==> config.mk <==
export PLATFORM = sky130hd
export DESIGN_NAME = imem_load_ctrl_flat
export DESIGN_NICKNAME = d
export VERILOG_FILES = /design/src/rtl/imem_load_ctrl_if.sv /design/src/rtl/imem_load_ctrl.sv /design/src/flat_wrapper.sv
export SDC_FILE = /design/constraint.sdc
export NUM_CORES = 1
export LEC_CHECK = 0
export CAP_MARGIN = 20
export CORE_MARGIN = 2
export CORE_UTILIZATION = 44
export CTS_BUF_LIST = sky130_fd_sc_hd__clkbuf_4
export DETAILED_ROUTE_END_ITERATION = 12
export PLACE_DENSITY = 0.83
export SLEW_MARGIN = 10
export SYNTH_ARGS = -nofsm -noshare
export SYNTH_HDL_FRONTEND = slang
export SYNTH_SLANG_ARGS = --single-unit
export TNS_END_PERCENT = 50
==> constraint.sdc <==
create_clock -name clk -period 2.4 [get_ports clk]
set_input_delay 0.48 -clock clk [delete_from_list [all_inputs] [get_ports clk]]
set_output_delay 0.48 -clock clk [all_outputs]
set_load 0.02 [all_outputs]
==> src/rtl/imem_load_ctrl_if.sv <==
// Bus between the instruction-memory load controller and its neighbours:
// debug loader byte stream, IF fetch address, and the memory port.
interface imem_load_ctrl_if #(
  parameter int unsigned ADDR_W = 8
);
  logic              load_start;
  logic [ADDR_W-1:0] load_base;
  logic              load_abort;
  logic              byte_valid;
  logic [7:0]        byte_data;
  logic              byte_ready;
  logic [31:0]       fetch_addr;
  logic [ADDR_W-1:0] mem_addr;
  logic              mem_we;
  logic [31:0]       mem_wdata;
  logic              if_stall;
  logic              busy;
  logic              done;
  logic              full;
  logic [ADDR_W:0]   words_loaded;

  modport master (
    output load_start, load_base, load_abort, byte_valid, byte_data, fetch_addr,
    input  byte_ready, mem_addr, mem_we, mem_wdata, if_stall, busy, done, full,
           words_loaded
  );

  modport slave (
    input  load_start, load_base, load_abort, byte_valid, byte_data, fetch_addr,
    output byte_ready, mem_addr, mem_we, mem_wdata, if_stall, busy, done, full,
           words_loaded
  );
endinterface

==> src/rtl/imem_load_ctrl.sv <==
// Shares the single-port instruction memory between IF fetch and a byte-serial
// program loader; bytes are packed big-endian and written to consecutive words.
//
// state   | meaning
// --------+------------------------------------------------------------
// S_IDLE  | fetch owns the memory; waiting for load_start
// S_RECV  | IF stalled; collecting 4 bytes into the shift register
// S_WRITE | one-cycle write of the assembled word at wr_ptr
// S_DONE  | one-cycle done pulse, IF still stalled
module imem_load_ctrl #(
  parameter int unsigned DEPTH     = 256,
  parameter int unsigned ADDR_W    = 8,
  parameter logic [31:0] HALT_WORD = 32'hFFFF_FFFF
) (
  input  logic           clk,
  input  logic           reset_n,
  imem_load_ctrl_if.slave bus
);

  typedef enum logic [1:0] {
    S_IDLE  = 2'd0,
    S_RECV  = 2'd1,
    S_WRITE = 2'd2,
    S_DONE  = 2'd3
  } state_t;

  localparam logic [ADDR_W-1:0] LAST_PTR = ADDR_W'(DEPTH - 1);

  state_t            state;
  state_t            state_nxt;
  logic [ADDR_W-1:0] wr_ptr;
  logic [1:0]        byte_cnt;
  logic [31:0]       shreg;
  logic [ADDR_W:0]   words_loaded;
  logic              full;
  logic              byte_acc;
  logic              at_last;
  logic              is_halt;
  logic              unused_fetch;

  // abort wins over a byte offered in the same cycle
  assign byte_acc     = (state == S_RECV) && bus.byte_valid && !bus.load_abort;
  assign at_last      = (wr_ptr == LAST_PTR);
  assign is_halt      = (shreg == HALT_WORD);
  assign unused_fetch = ^{bus.fetch_addr[31:ADDR_W+2], bus.fetch_addr[1:0]};

  always_ff @(posedge clk) begin
    if (!reset_n) begin
      state <= S_IDLE;
    end else begin
      state <= state_nxt;
    end
  end

  always_comb begin
    state_nxt = state;
    case (state)
      S_IDLE: begin
        if (bus.load_start) state_nxt = S_RECV;
      end
      S_RECV: begin
        if (bus.load_abort) begin
          state_nxt = S_IDLE;
        end else if (bus.byte_valid && (byte_cnt == 2'd3)) begin
          state_nxt = S_WRITE;
        end
      end
      S_WRITE: begin
        if (is_halt || at_last) begin
          state_nxt = S_DONE;
        end else begin
          state_nxt = S_RECV;
        end
      end
      S_DONE:  state_nxt = S_IDLE;
      default: state_nxt = S_IDLE;
    endcase
  end

  always_ff @(posedge clk) begin
    if (!reset_n) begin
      wr_ptr       <= '0;
      byte_cnt     <= '0;
      shreg        <= '0;
      words_loaded <= '0;
      full         <= 1'b0;
    end else begin
      case (state)
        S_IDLE: begin
          if (bus.load_start) begin
            wr_ptr       <= bus.load_base;
            byte_cnt     <= '0;
            words_loaded <= '0;
            full         <= 1'b0;
          end
        end
        S_RECV: begin
          if (byte_acc) begin
            shreg    <= {shreg[23:0], bus.byte_data};
            byte_cnt <= byte_cnt + 2'd1;
          end
        end
        S_WRITE: begin
          words_loaded <= words_loaded + (ADDR_W+1)'(1);
          // the last word of memory ends the load even when it is the halt word
          if (at_last) full <= 1'b1;
          if (!is_halt && !at_last) begin
            wr_ptr   <= wr_ptr + ADDR_W'(1);
            byte_cnt <= '0;
          end
        end
        default: ;
      endcase
    end
  end

  always_comb begin
    bus.mem_addr   = wr_ptr;
    bus.mem_we     = 1'b0;
    bus.byte_ready = 1'b0;
    bus.if_stall   = 1'b1;
    bus.busy       = 1'b1;
    bus.done       = 1'b0;
    case (state)
      S_IDLE: begin
        bus.mem_addr = bus.fetch_addr[ADDR_W+1:2];
        bus.if_stall = 1'b0;
        bus.busy     = 1'b0;
      end
      S_RECV:  bus.byte_ready = 1'b1;
      S_WRITE: bus.mem_we     = 1'b1;
      S_DONE:  bus.done       = 1'b1;
      default: ;
    endcase
  end

  assign bus.mem_wdata    = shreg;
  assign bus.words_loaded = words_loaded;
  assign bus.full         = full;

endmodule

==> src/flat_wrapper.sv <==
// flat-port wrapper written by rule: the top's interface ports become plain ports
module imem_load_ctrl_flat 
#(
  parameter int unsigned DEPTH     = 256,
  parameter int unsigned ADDR_W    = 8,
  parameter logic [31:0] HALT_WORD = 32'hFFFF_FFFF
)
  (clk, reset_n, bus_load_start, bus_load_base, bus_load_abort, bus_byte_valid, bus_byte_data, bus_fetch_addr, bus_byte_ready, bus_mem_addr, bus_mem_we, bus_mem_wdata, bus_if_stall, bus_busy, bus_done, bus_full, bus_words_loaded);
  imem_load_ctrl_if #(.ADDR_W(ADDR_W)) bus_i ();
  input  logic clk;
  input  logic reset_n;
  input wire logic [$bits(bus_i.load_start)-1:0] bus_load_start;
  input wire logic [$bits(bus_i.load_base)-1:0] bus_load_base;
  input wire logic [$bits(bus_i.load_abort)-1:0] bus_load_abort;
  input wire logic [$bits(bus_i.byte_valid)-1:0] bus_byte_valid;
  input wire logic [$bits(bus_i.byte_data)-1:0] bus_byte_data;
  input wire logic [$bits(bus_i.fetch_addr)-1:0] bus_fetch_addr;
  output wire logic [$bits(bus_i.byte_ready)-1:0] bus_byte_ready;
  output wire logic [$bits(bus_i.mem_addr)-1:0] bus_mem_addr;
  output wire logic [$bits(bus_i.mem_we)-1:0] bus_mem_we;
  output wire logic [$bits(bus_i.mem_wdata)-1:0] bus_mem_wdata;
  output wire logic [$bits(bus_i.if_stall)-1:0] bus_if_stall;
  output wire logic [$bits(bus_i.busy)-1:0] bus_busy;
  output wire logic [$bits(bus_i.done)-1:0] bus_done;
  output wire logic [$bits(bus_i.full)-1:0] bus_full;
  output wire logic [$bits(bus_i.words_loaded)-1:0] bus_words_loaded;
  assign bus_i.load_start = bus_load_start;
  assign bus_i.load_base = bus_load_base;
  assign bus_i.load_abort = bus_load_abort;
  assign bus_i.byte_valid = bus_byte_valid;
  assign bus_i.byte_data = bus_byte_data;
  assign bus_i.fetch_addr = bus_fetch_addr;
  assign bus_byte_ready = bus_i.byte_ready;
  assign bus_mem_addr = bus_i.mem_addr;
  assign bus_mem_we = bus_i.mem_we;
  assign bus_mem_wdata = bus_i.mem_wdata;
  assign bus_if_stall = bus_i.if_stall;
  assign bus_busy = bus_i.busy;
  assign bus_done = bus_i.done;
  assign bus_full = bus_i.full;
  assign bus_words_loaded = bus_i.words_loaded;
  imem_load_ctrl #(.DEPTH(DEPTH), .ADDR_W(ADDR_W), .HALT_WORD(HALT_WORD)) u_core (.clk(clk), .reset_n(reset_n), .bus(bus_i));
endmodule
==> flow_summary.toml <==
[run_status]
outcome = "finished clean"

[finish]
final_nets = 460
seq_area_sq_um = 1080
mostFrequentLayoutCell = "nand2_1"
multiInputGateArea_sq_um = 1340
syn_to_final_growth_pct = 40.3
drive_gt1_share_pct = 10.6
fillers = 483
mostFrequentLayoutCells = "nand2_1 (87), clkdlybuf4s50_1 (74), dfxtp_1 (53)"
insertedDiodeCount = 0

[grt]
grt-ovfl-total = 0
grt_max_degree = 34
grt_pass1_vias = 2496
grt_pass1_wl_um = 11300
track_usage_pct = 22.2
antenna_found_initial = 0

[synthesis]
synthAdderAreaFrac_pct = 1.49
syn_nets = 377
yosysSeqAreaShare_pct = 42.8
synthFlopType = "dfxtp_1"
synth-compound-area-share_pct = 18.0
netlist_instances = 321
avgSynthCellArea_sq_um = 7.86
synth_top_family_by_area = "simple AND/OR/NAND/NOR gates"
yosys.area_share.simple_pct = 26.9
async_flop_share_pct = 0
muxShareOfSynthArea_pct = 6.54
synthesis.area_sq_um = 2520
synth.distinct_cells = 45
synth-xor-area-share_pct = 0
synth_edf_count = 0
ys_seq_elements = 54
yosys_warnings = 0

[setup_path]
reg2reg_to = "u_core.wr_ptr[6]$_SDFFE_PN0P_"
crit_start = "u_core.state[0]$_SDFFE_PN0P_"
cp-endpoint = "bus_byte_ready"
max_stage_delay_ns = 0.65
critPathSlowestCell = "clkdlybuf4s50_1"
crit_type = "reg -> out"
rrSetupSlack_ns = 0.48
crit_path_max_fanout = 8
path_cells = "buf_4 -> nor2b_1 -> clkdlybuf4s50_1"
start_kind = "flip-flop"
rr_startpoint = "u_core.bus.mem_wdata[13]$_SDFFE_PN0P_"
critical_path_arrival_ns = 1.81
end_kind = "output port"
worstPathRequired_ns = 1.92
rr_worst_depth = 6

[clock_tree]
cts_made_buffers = 5
cts_tree = "yes"
cts.sinks = 54
clkSlewWorstSetupHoldPaths_ns = 0.16
clk_path_buf_depth = 2
cts_setup_buffers = 0
ctsHtreeMaxLevel = 2
root_buffer = "clkbuf_4"
clk_latency_ns = 0.37

[timing]
max_freq_mhz = 437
drv_slew = 0
tns_ns = 0
slew_headroom_pct = 65.6
tightest_slew_ns = 0.515
setup_violations = 0
post-route-min-period_ns = 2.29
hold_viol = 0
min_period_over_period_pct = 95.4
hold_ws_ns = 0.483
fin_skew_ns = 0.0143
rsz0062_at_grt = "no"

[power]
powerDensity_nw_per_um2 = 470
power.total_uw = 1660
p_leak_uw = 0.00124
peakVddDrop_mv = 0.360

[die]
ios = 108
placementRows = 27
fp.dieH_um = 79.7
dieWidth_um = 79.7
die_area_sq_um = 6360
coreArea_sq_um = 5510
start_util_pct = 45.8

[route]
remaining_drc_errors = 0
ant_nets = 0
vias = 2587
viasPerCell = 5.42
firstDrtPassIters = 4
routed_wl_um = 6640
wl_per_cell_um = 13.9
drt-initial-drc-count = 107

[placed_design]
gp_congestion = 0.906
port_buffers = 83
hpwl_um = 4830

[job]
drv_cap = 0

[hold_path]
hp-class = "reg -> reg"
registers in the layout (all words and copies together), names as in the netlist:
name                     flops
u_core.bus.mem_wdata        32
u_core.bus.words_loaded      9
u_core.wr_ptr                8
u_core.byte_cnt              2
u_core.state                 2
u_core.bus.full              1
repair_timing:
action | CTS | global route
gates resized for setup | 9 | 1
hold buffers | 0 | 0
endpoints found under the setup margin | 9 | 1
pin swaps | 0 | 0
logic make-up after synthesis:
kind of cell,after synthesis
AOI/OAI and AO/OA,74
muxes,15
DFF,54
and+or+nand+nor,150
buffers and inverters,25
adders and majority gates,3
layer usage:
layer	GRT usage, %	part of all wire (%)	routed length, um
met5	0	0	0
met4	4.58	0.54	36
met2	37.9	47	3130
met1	26.9	42	2800
met3	8.37	10	669
synth_stat cells (5+ instances only):
cell type / instances / area [sq um]
mux2_2: 12 / 135
o21ai_0: 11 / 55.1
dfxtp_1: 54 / 1080
nand2_1: 87 / 327
and3_1: 6 / 37.5
nand3_1: 10 / 50.1
a21oi_1: 40 / 200
nor2_1: 18 / 67.6
clkbuf_1: 16 / 60.1
nand4_1: 10 / 62.6
inv_1: 5 / 18.8
stage by stage:
stage	instance area, sq um	worst slack, ns	std cells	util [%]
detailed placement	3470	0.238	469	63.0
floorplan	2520	0.459	321	-
CTS	3540	0.0296	477	64.3
global route	3540	0.0163	477	64.3
global placement	3470	0.258	469	63.0
finish	3540	0.111	477	64.3
final cells by class:
class                   instances  share of cell area [%]
well taps                      72                    2.55
repair buffers                 96                    26.3
inverters                       5                   0.530
multi-input cells             242                    37.8
clock inverters                 3                    1.24
clock buffers                   5                    1.06
flip-flops and latches         54                    30.6
worst max-delay path: cells and delay by family (launching register included):
family	cells	cell delay (ns)
simple gates	1	0.22
buf+inv	2	0.81
flops	1	0.41
where the power goes:
part | switching, uW | leakage [uW] | internal, uW
Combinational | 108 | 0.000753 | 113
Clock | 291 | 0.0000456 | 222
Sequential | 18.8 | 0.000437 | 912
Total | 417 | 0.00124 | 1250
worst min-delay path by stage:
stage | slack, ns | endpoint | depth (start not counted) | from
2_1_floorplan | 0.44 | u_core.byte_cnt[1]$_SDFFE_PN0P_ | 2 | u_core.byte_cnt[1]$_SDFFE_PN0P_
3_3_place_gp | 0.45 | u_core.byte_cnt[1]$_SDFFE_PN0P_ | 2 | u_core.byte_cnt[1]$_SDFFE_PN0P_
3_5_place_dp | 0.47 | u_core.bus.mem_wdata[24]$_SDFFE_PN0P_ | 2 | u_core.bus.mem_wdata[24]$_SDFFE_PN0P_
4_1_cts | 0.49 | u_core.bus.mem_wdata[24]$_SDFFE_PN0P_ | 2 | u_core.bus.mem_wdata[24]$_SDFFE_PN0P_
5_1_grt | 0.51 | u_core.bus.mem_wdata[24]$_SDFFE_PN0P_ | 2 | u_core.bus.mem_wdata[24]$_SDFFE_PN0P_
6_report | 0.48 | u_core.bus.mem_wdata[29]$_SDFFE_PN0P_ | 2 | u_core.bus.mem_wdata[29]$_SDFFE_PN0P_
Power figures use the tool's default switching activity.
